--- src/rtl/uart_sched_pkg.sv ---
// Shared types and constants for the UART host-side bus scheduler.
// The optional receive path is built only when UART_SCHED_RX_EN is defined.
package uart_sched_pkg;

    typedef enum logic [1:0] {
        IDLE,
        WRITE,
        READ,
        GUARD
    } state_e;

    localparam int BYTE_W  = 8;
    localparam int ERR_PAR = 0;
    localparam int ERR_FRM = 1;

    // The guard counter runs 0..cycles-1 and is never narrower than one bit.
    function automatic int guard_w(input int cycles);
        return (cycles <= 2) ? 1 : $clog2(cycles);
    endfunction

endpackage

--- src/rtl/uart_host_sched_rr.sv ---
// Combinational round-robin pick: the search starts one past the previous
// grant and wraps, so the last winner has the lowest priority.
module uart_rr_arbiter #(
    parameter int NUM_REQ = 4,
    localparam int IW = $clog2(NUM_REQ)
) (
    input  logic [NUM_REQ-1:0] req_valid,
    input  logic [IW-1:0]      prev_grant,
    output logic               any_valid,
    output logic [IW-1:0]      winner
);
    import uart_sched_pkg::*;

    int            idx;
    logic [IW-1:0] sel;

    always_comb begin
        any_valid = 1'b0;
        winner    = prev_grant;
        idx       = 0;
        sel       = '0;
        for (int k = 1; k <= NUM_REQ; k++) begin
            idx = (int'(prev_grant) + k) % NUM_REQ;
            sel = IW'(idx);
            if (!any_valid && req_valid[sel]) begin
                any_valid = 1'b1;
                winner    = sel;
            end
        end
    end

endmodule

--- src/rtl/uart_host_sched.sv ---
// Owns the UART CSN/WEN/OEN bus: round-robin TX writes, one-entry RX buffer.
// Define UART_SCHED_RX_EN to build the READ path and receive buffer.
module uart_host_sched
    import uart_sched_pkg::*;
#(
    parameter int NUM_REQ      = 4,
    parameter int GUARD_CYCLES = 2
) (
    input  logic                         CLK,
    input  logic                         aresetn,
    input  logic [NUM_REQ-1:0]           req_valid,
    input  logic [8*NUM_REQ-1:0]         req_data,
    output logic [NUM_REQ-1:0]           req_ready,
    output logic [$clog2(NUM_REQ)-1:0]   grant_id,
    output logic                         rx_valid,
    output logic [7:0]                   rx_data,
    output logic [1:0]                   rx_err,
    input  logic                         rx_ready,
    output logic                         ovf_sticky,
    input  logic                         clr_ovf,
    output logic                         uart_csn,
    output logic                         uart_wen,
    output logic                         uart_oen,
    output logic [7:0]                   uart_data_in,
    input  logic [7:0]                   uart_data_out,
    input  logic                         uart_txrdy,
    input  logic                         uart_rxrdy,
    input  logic                         uart_parity_err,
    input  logic                         uart_framing_err,
    input  logic                         uart_overflow
);

    localparam int IW = $clog2(NUM_REQ);
    localparam int GW = guard_w(GUARD_CYCLES);

    state_e              state_q, state_d;
    logic [GW-1:0]       gcnt_q, gcnt_d;
    logic                csn_q, csn_d;
    logic                wen_q, wen_d;
    logic                oen_q, oen_d;
    logic [BYTE_W-1:0]   dat_q, dat_d;
    logic [NUM_REQ-1:0]  rdy_q, rdy_d;
    logic [IW-1:0]       gid_q, gid_d;
    logic                ovf_q, ovf_d;
    logic                rx_go;
    logic                arb_any;
    logic [IW-1:0]       arb_win;
    logic [BYTE_W-1:0]   req_byte [NUM_REQ];

`ifdef UART_SCHED_RX_EN
    logic                rx_cap;
    logic                rxv_q;
    logic [BYTE_W-1:0]   rxd_q;
    logic [1:0]          rxe_q;
`endif

    for (genvar i = 0; i < NUM_REQ; i++) begin : g_byte
        assign req_byte[i] = req_data[8*i +: 8];
    end

    uart_rr_arbiter #(
        .NUM_REQ    (NUM_REQ)
    ) u_arb (
        .req_valid  (req_valid),
        .prev_grant (gid_q),
        .any_valid  (arb_any),
        .winner     (arb_win)
    );

    always_comb begin
        state_d = state_q;
        gcnt_d  = gcnt_q;
        csn_d   = 1'b1;
        wen_d   = 1'b1;
        oen_d   = 1'b1;
        rdy_d   = '0;
        dat_d   = dat_q;
        gid_d   = gid_q;
`ifdef UART_SCHED_RX_EN
        rx_cap  = 1'b0;
`endif
        unique case (state_q)
            IDLE: begin
                // RX wins so the UART receive holding register drains first
                if (rx_go) begin
                    state_d = READ;
                    csn_d   = 1'b0;
                    oen_d   = 1'b0;
                end else if (arb_any && uart_txrdy) begin
                    state_d = WRITE;
                    csn_d   = 1'b0;
                    wen_d   = 1'b0;
                    rdy_d   = NUM_REQ'(1) << arb_win;
                    dat_d   = req_byte[arb_win];
                    gid_d   = arb_win;
                end
            end
            WRITE: begin
                state_d = GUARD;
                gcnt_d  = '0;
            end
`ifdef UART_SCHED_RX_EN
            READ: begin
                state_d = GUARD;
                gcnt_d  = '0;
                rx_cap  = 1'b1;
            end
`endif
            GUARD: begin
                if (gcnt_q == GW'(GUARD_CYCLES - 1)) begin
                    state_d = IDLE;
                end else begin
                    gcnt_d = gcnt_q + 1'b1;
                end
            end
            default: state_d = IDLE;
        endcase
    end

    assign ovf_d = uart_overflow | (ovf_q & ~clr_ovf);

    always_ff @(posedge CLK or negedge aresetn) begin
        if (!aresetn) begin
            state_q <= IDLE;
            gcnt_q  <= '0;
            csn_q   <= 1'b1;
            wen_q   <= 1'b1;
            oen_q   <= 1'b1;
            dat_q   <= '0;
            rdy_q   <= '0;
            gid_q   <= IW'(NUM_REQ - 1);
            ovf_q   <= 1'b0;
        end else begin
            state_q <= state_d;
            gcnt_q  <= gcnt_d;
            csn_q   <= csn_d;
            wen_q   <= wen_d;
            oen_q   <= oen_d;
            dat_q   <= dat_d;
            rdy_q   <= rdy_d;
            gid_q   <= gid_d;
            ovf_q   <= ovf_d;
        end
    end

`ifdef UART_SCHED_RX_EN
    assign rx_go = uart_rxrdy && !rxv_q;

    always_ff @(posedge CLK or negedge aresetn) begin
        if (!aresetn) begin
            rxv_q <= 1'b0;
            rxd_q <= '0;
            rxe_q <= '0;
        end else if (rx_cap) begin
            rxv_q          <= 1'b1;
            rxd_q          <= uart_data_out;
            rxe_q[ERR_FRM] <= uart_framing_err;
            rxe_q[ERR_PAR] <= uart_parity_err;
        end else if (rxv_q && rx_ready) begin
            rxv_q <= 1'b0;
        end
    end

    assign rx_valid = rxv_q;
    assign rx_data  = rxd_q;
    assign rx_err   = rxe_q;
`else
    logic unused_rx;

    assign rx_go     = 1'b0;
    assign rx_valid  = 1'b0;
    assign rx_data   = '0;
    assign rx_err    = '0;
    assign unused_rx = ^{uart_rxrdy, uart_data_out, uart_parity_err,
                         uart_framing_err, rx_ready};
`endif

    assign uart_csn     = csn_q;
    assign uart_wen     = wen_q;
    assign uart_oen     = oen_q;
    assign uart_data_in = dat_q;
    assign req_ready    = rdy_q;
    assign grant_id     = gid_q;
    assign ovf_sticky   = ovf_q;

endmodule

--- config.mk ---
export PLATFORM = sky130hd
export DESIGN_NAME = uart_host_sched
export DESIGN_NICKNAME = d
export VERILOG_FILES = /design/src/rtl/uart_sched_pkg.sv /design/src/rtl/uart_host_sched_rr.sv /design/src/rtl/uart_host_sched.sv
export SDC_FILE = /design/constraint.sdc
export NUM_CORES = 1
export LEC_CHECK = 0
export BUFFER_PORTS_ARGS = -buffer_cell sky130_fd_sc_hd__buf_2
export CORE_MARGIN = 4
export CORE_UTILIZATION = 45
export DETAILED_ROUTE_END_ITERATION = 8
export PLACE_DENSITY = 0.85
export SKIP_CTS_REPAIR_TIMING = 1
export SLEW_MARGIN = 10
export SYNTH_ARGS = -nofsm -noshare
export SYNTH_HDL_FRONTEND = slang
export SYNTH_SLANG_ARGS = --single-unit
--- constraint.sdc ---
create_clock -name CLK -period 3.65 [get_ports CLK]
set_input_delay 1.095 -clock CLK [delete_from_list [all_inputs] [get_ports CLK]]
set_output_delay 1.095 -clock CLK [all_outputs]
set_load 0.005 [all_outputs]
; ---- After elaboration in Yosys (flattened, before gate mapping)
; Cells that the tools add are included.
[word_totals]
output_inout_bits = 29
reg_bits = 19
in_bits = 53
[classes]
n_mux = 28
magnitude_cmp = 5
reduce_logical = 11
n_bitwise = 4
n_eq_ne = 4
addsub = 5
shifts = 1
[op_table]
columns = cell, count
row1 = 8-bit binary-select mux with 2-bit select, 1
row2 = 8-bit 2-to-1 mux, 2
row3 = 2-bit by 3-bit < comparator with 1-bit output (second input constant), 4
row4 = 2-bit 2-to-1 mux, 6
row5 = 1-bit 2-to-1 mux, 11
row6 = 1-bit binary-select mux with 2-bit select, 4
row7 = 4-bit 2-to-1 mux, 2
row8 = 2-bit case mux with 3 select lines, 1
row9 = 2-bit by 1-bit adder with 2-bit output (second input constant), 2
row10 = 2-bit adder (second input constant), 2
row11 = 1-bit logical AND, 4
row12 = 2-bit != test (second input constant), 2
row13 = 2-bit AND reduction, 2
row14 = 1-bit by 2-bit left shift with 4-bit output (first input constant), 1
row15 = 3-bit >= comparator (second input constant), 1
row16 = 1-bit zero test, 3
row17 = 2-bit inverter with 3-bit output, 1
row18 = 2-bit by 1-bit == test with 1-bit output (second input constant), 1
row19 = 2-bit == test (second input constant), 1
row20 = 2-bit zero test, 1
row21 = 1-bit case mux with 2 select lines, 1
row22 = 2-bit nonzero test, 1
row23 = 1-bit adder (second input constant), 1
row24 = 1-bit bitwise AND, 1
row25 = other kinds (2), 2

; ---- Logic depth before layout (Yosys ltp)
[logic_depth]
depth_word = 17
depth_mapped = 7
mapped_depth_nobuf = 5

; ---- Modules after synthesis
; A second synthesis with hierarchy kept.
[hier_totals]
cells_unflattened = 82
area_unflattened_um2 = 1096.1
[modules_own_cells]
columns = module, seq_area_each_um2, n_inst, area_each_um2, cells_per_inst
row1 = uart_host_sched, 479.2, 1, 1013.5, 68
row2 = uart_rr_arbiter, 0.0, 1, 82.6, 14

; ---- Least setup slack after synthesis
; Ideal clock, no wire load.
[synth_path]
path_kind = input-to-reg
startpoint = input req_valid[3]
endpoint = register dat_q[0] (netlist: uart_data_in[0])
setup_time_ps = 126
slack_ps = 1367
cell_stages = 6
t_arrival_ps = 2157
path_cell_list = nor2b_2 a21o_1 a221o_1 buf_4 a211oi_2 o31ai_2
[synth_via]
elab_chain_len = 16
word_cells_on_any_way = 28
classes_between = mux (19) / bitwise (1) / reduce/logical (8)
[synth_lines]
columns = element, line
row1 = start: declaration, uart_host_sched.sv:11  ; input logic [NUM_REQ-1:0] req_valid,
row2 = 1-bit binary-select mux with 2-bit select, uart_host_sched_rr.sv:25  ; if (!any_valid && req_valid[sel]) begin
row3 = 1-bit 2-to-1 mux (not written as such), uart_host_sched_rr.sv:25
row4 = 1-bit 2-to-1 mux, uart_host_sched_rr.sv:25
row5 = 1-bit zero test, uart_host_sched_rr.sv:25
row6 = 1-bit logical AND, uart_host_sched_rr.sv:25
row7 = 1-bit 2-to-1 mux, uart_host_sched_rr.sv:25
row8 = 1-bit zero test, uart_host_sched_rr.sv:25
row9 = 1-bit logical AND, uart_host_sched_rr.sv:25
row10 = 1-bit 2-to-1 mux, uart_host_sched_rr.sv:25
row11 = 1-bit zero test, uart_host_sched_rr.sv:25
row12 = 1-bit logical AND, uart_host_sched_rr.sv:25
row13 = 2-bit 2-to-1 mux, uart_host_sched_rr.sv:25
row14 = 2-bit inverter with 3-bit output (not written as such), uart_host_sched.sv:94  ; dat_d = req_byte[arb_win];
row15 = 8-bit binary-select mux with 2-bit select, uart_host_sched.sv:94
row16 = 8-bit 2-to-1 mux (not written as such) (2 in a row), uart_host_sched.sv:94
row17 = end signal: assignment, uart_host_sched.sv:139  ; dat_q <= dat_d;
row18 = end: declaration, uart_host_sched.sv:41  ; logic [BYTE_W-1:0] dat_q, dat_d;
; Parallel ways exist; a longest one is shown, timed or not. The select of a mux whose other input is x is not followed.
; A chain may end at the register's enable or synchronous reset.

; ---- Final worst setup path
; Ends and elaborated chain as after synthesis.

==> load_flow_metrics.sql <==
INSERT INTO impl_metrics (metric_group, metric, value, unit) VALUES
('cells_and_area', 'layout-area-overhead-vs-synth', '18.55', '%'),
('synthesis', 'synth-warning-count', '0', ''),
('sta', 'setup-tns-final', '0', 'ps'),
('global_routing', 'grt_max_degree', '20', ''),
('route', 'detail_route.wirelength', '2897', 'um'),
('global_routing', 'globalRouteOverflowTotal', '0', ''),
('synthesis', 'netlist_area', '1261', 'um2'),
('cells_and_area', 'layout.cells.most_common_list', 'buf_2, and3_1, dfrtp_1', ''),
('route', 'avgViaCountPerCell', '5.234', ''),
('synthesis', 'synth.distinct_cells', '31', ''),
('floorplanning', 'core-area', '2567', 'um2'),
('synthesis', 'synth-xor-area-share', '0', '%'),
('cells_and_area', 'seqCellArea', '479.2', 'um2'),
('pwr', 'combinationalPowerShare', '54.6', '%'),
('run', 'drv.max_cap_violation_count', '0', ''),
('pwr', 'power_frac_seq', '35.1', '%'),
('clock_tree', 'cts_made_buffers', '3', ''),
('global_routing', 'antenna_found_initial', '0', ''),
('sta', 'finalHoldViolations', '0', ''),
('route', 'wl_per_cell', '14.13', 'um'),
('sta', 'max_freq', '405.2', 'MHz'),
('setup_path', 'critical_path.max_fanout', '11', ''),
('route', 'firstDrtPassIters', '5', ''),
('sta', 'drv_slew', '0', ''),
('cells_and_area', 'layout_commonest_cell', 'buf_2', ''),
('route', 'detailroute.via_count', '1073', ''),
('setup_path', 'arrival', '2680', 'ps'),
('synthesis', 'synth_compound_gate_area_share', '27.88', '%'),
('clock_tree', 'clk_path_buf_depth', '2', ''),
('sta', 'hold_ws', '489.8', 'ps'),
('placement', 'io_buffer_count', '57', ''),
('cells_and_area', 'multi_input_area', '635.6', 'um2'),
('placement', 'dp_cells', '201', ''),
('floorplanning', 'ioPinCount', '82', ''),
('synthesis', 'synth_mux_area_share', '0.8929', '%'),
('pwr', 'p_int', '0.5752', 'mW'),
('clock_tree', 'clkSinkCount', '19', ''),
('clock_tree', 'clockRootBuffer', 'clkbuf_4', ''),
('route', 'number_of_drc_markers_in_iteration_0', '34', ''),
('synthesis', 'ys_seq_elements', '19', ''),
('setup_path', 'setup.worst_path.class', 'input port to flop', ''),
('setup_path', 'startpoint_type', 'input port', ''),
('sta', 'finalSetupViolCount', '0', ''),
('sta', 'part_of_the_cycle_the_worst_path_needs', '67.61', '%'),
('synthesis', 'main_combinational_cell_family_by_area_after_synthesis', 'compound AO/OA/AOI/OAI gates', ''),
('route', 'drcViolationCount', '0', ''),
('global_routing', 'globalRouteTotalUtil', '16.32', '%'),
('sta', 'tightestPinTransition', '843.1', 'ps'),
('clock_tree', 'worstSkewPairLatency', '290', 'ps'),
('floorplanning', 'floorplan.die.width', '60.94', 'um'),
('synthesis', 'synth_seq_area_share', '38.00', '%'),
('sta', 'slew_headroom', '43.79', '%'),
('synthesis', 'avg_inst_size_synth', '10.25', 'um2'),
('floorplanning', 'die-height', '60.94', 'um'),
('synthesis', 'yosys.area_share.adder', '0', '%'),
('pwr', 'switchingPower', '0.4334', 'mW'),
('global_routing', 'grt_pass1_vias', '1040', ''),
('setup_path', 'critPathCaptureType', 'flop', ''),
('run_status', 'status', 'complete, no violations', ''),
('pwr', 'cellLeakagePower', '0.7785', 'nW'),
('global_routing', 'grt_pass1_wl', '4498', 'um'),
('sta', 'grt_setup_unrepaired', 'no', ''),
('placement', 'globalplace.congestion', '0.7388', ''),
('floorplanning', 'start_util', '49.12', '%'),
('pwr', 'power-per-cell-area', '674.6', 'nW/um2'),
('clock_tree', 'tritoncts', 'done', ''),
('clock_tree', 'cts_htree_levels', '1', ''),
('clock_tree', 'cts.clk_slew.worst_paths', '100', 'ps'),
('cells_and_area', 'final_cell_count_no_fill', '205', ''),
('sta', 'period_needed', '2468', 'ps'),
('synthesis', 'netlist_instances', '123', ''),
('cells_and_area', 'antenna_cells', '0', ''),
('sta', 'fin_skew', '1.897', 'ps'),
('pwr', 'fraction_of_power_consumed_by_the_clock_network', '10.4', '%'),
('worst_hold_path', 'hold_path_class', 'flop to flop', ''),
('floorplanning', 'die_area', '3714', 'um2'),
('setup_path', 'critical_path_required', '3870', 'ps'),
('pwr', 'swShare', '42.97', '%'),
('placement', 'hpwl', '2284', 'um'),
('cells_and_area', 'final.fill_count', '234', ''),
('cells_and_area', 'final_nets', '229', ''),
('cells_and_area', 'post_route_cells_drive_above_1_share', '50.29', '%'),
('pwr', 'vdd.ir_drop.worst', '0.0004566', 'V'),
('floorplanning', 'placement_rows', '18', ''),
('synthesis', 'synth_area_in_simple_gates', '18.06', '%'),
('route', 'route.antenna.remaining_nets', '0', '');
-- registers in the layout (all words and copies together) (netlist names) --
name / cells
uart_data_in: 8
gcnt_q: 1
ovf_sticky: 1
state_q: 2
req_ready: 4
uart_wen: 1
grant_id: 2
-- power groups by stage --
stage	combinational (mW)	clock [mW]	sequential, mW
2_1_floorplan	0.438	0	0.360
3_3_place_gp	0.543	0	0.353
3_5_place_dp	0.559	0	0.358
4_1_cts	0.561	0.110	0.353
5_1_grt	0.622	0.116	0.364
6_report	0.550	0.105	0.354
-- stage by stage --
step                utilization, %  area [um2]  setup slack (ps)  total power, mW
CTS                          58.24        1495              1183            1.025
global placement             57.16        1468             882.9           0.8964
finish                       58.24        1495              1182            1.009
detailed placement           57.16        1468             857.7           0.9172
global route                 58.24        1495              1045            1.102
floorplan                        -        1299              1367           0.7978
-- worst paths after layout --
check	start	end	slack, ps	depth (start not counted)
max	req_valid[3]	uart_data_in[0]	1180	6
min	uart_data_in[5]	uart_data_in[5]	490	2
max reg2reg	grant_id[0]	uart_data_in[0]	1600	5
min reg2reg	uart_data_in[5]	uart_data_in[5]	490	2
max in group asynchronous	aresetn	grant_id[1]	2600	1
min in group asynchronous	aresetn	ovf_sticky	720	1
-- worst max-delay path: stages --
cell	delay, ps
buf_2	120
nor2b_2	180
a21o_1	180
a221oi_2	730
a211oi_1	130
o31ai_2	240
-- synth_stat cells (all sizes together) --
master	number	area (um2)
or2	1	6.260
o31ai	9	102.6
and2	1	6.260
a21oi	1	5.000
nor2	2	7.510
o211ai	1	12.51
buf	19	161.4
nand3b	1	7.510
inv	4	15.01
nor2b	1	8.760
nand2	13	51.30
a221o	1	10.01
o21ai	3	26.28
a221oi	1	15.01
or4	1	7.510
a21o	2	15.01
clkbuf	2	7.510
dfstp	3	78.83
a211oi	16	165.2
conb	2	7.510
and3	16	100.1
nor3	4	20.02
dfrtp	16	400.4
nand2b	2	12.51
mux2	1	11.26
-- cells by family after synthesis --
logic type / Yosys count
buf+inv: 25
flops: 19
simple gates: 42
mux: 1
compound gates: 34
other cells: 2
-- layout make-up --
| class | count | area share [%] |
|---|---|---|
| clock inverters | 1 | 0.3347 |
| multi-input cells | 89 | 42.51 |
| clock buffers | 3 | 1.506 |
| flip-flops and latches | 19 | 32.05 |
| inverters | 4 | 1.004 |
| repair buffers | 59 | 20.08 |
| well taps | 30 | 2.510 |
-- routing by layer --
metal	share of wire (%)	GRT usage (%)	wire length, um	vias to the layer above
met2	52	32.98	1514	52
met4	0.55	2.786	16	0
li1	-	-	-	524
met3	11	5.106	325	2
met1	36	16.14	1040	495
met5	0	0	0	-
Power figures use the tool's default switching activity.
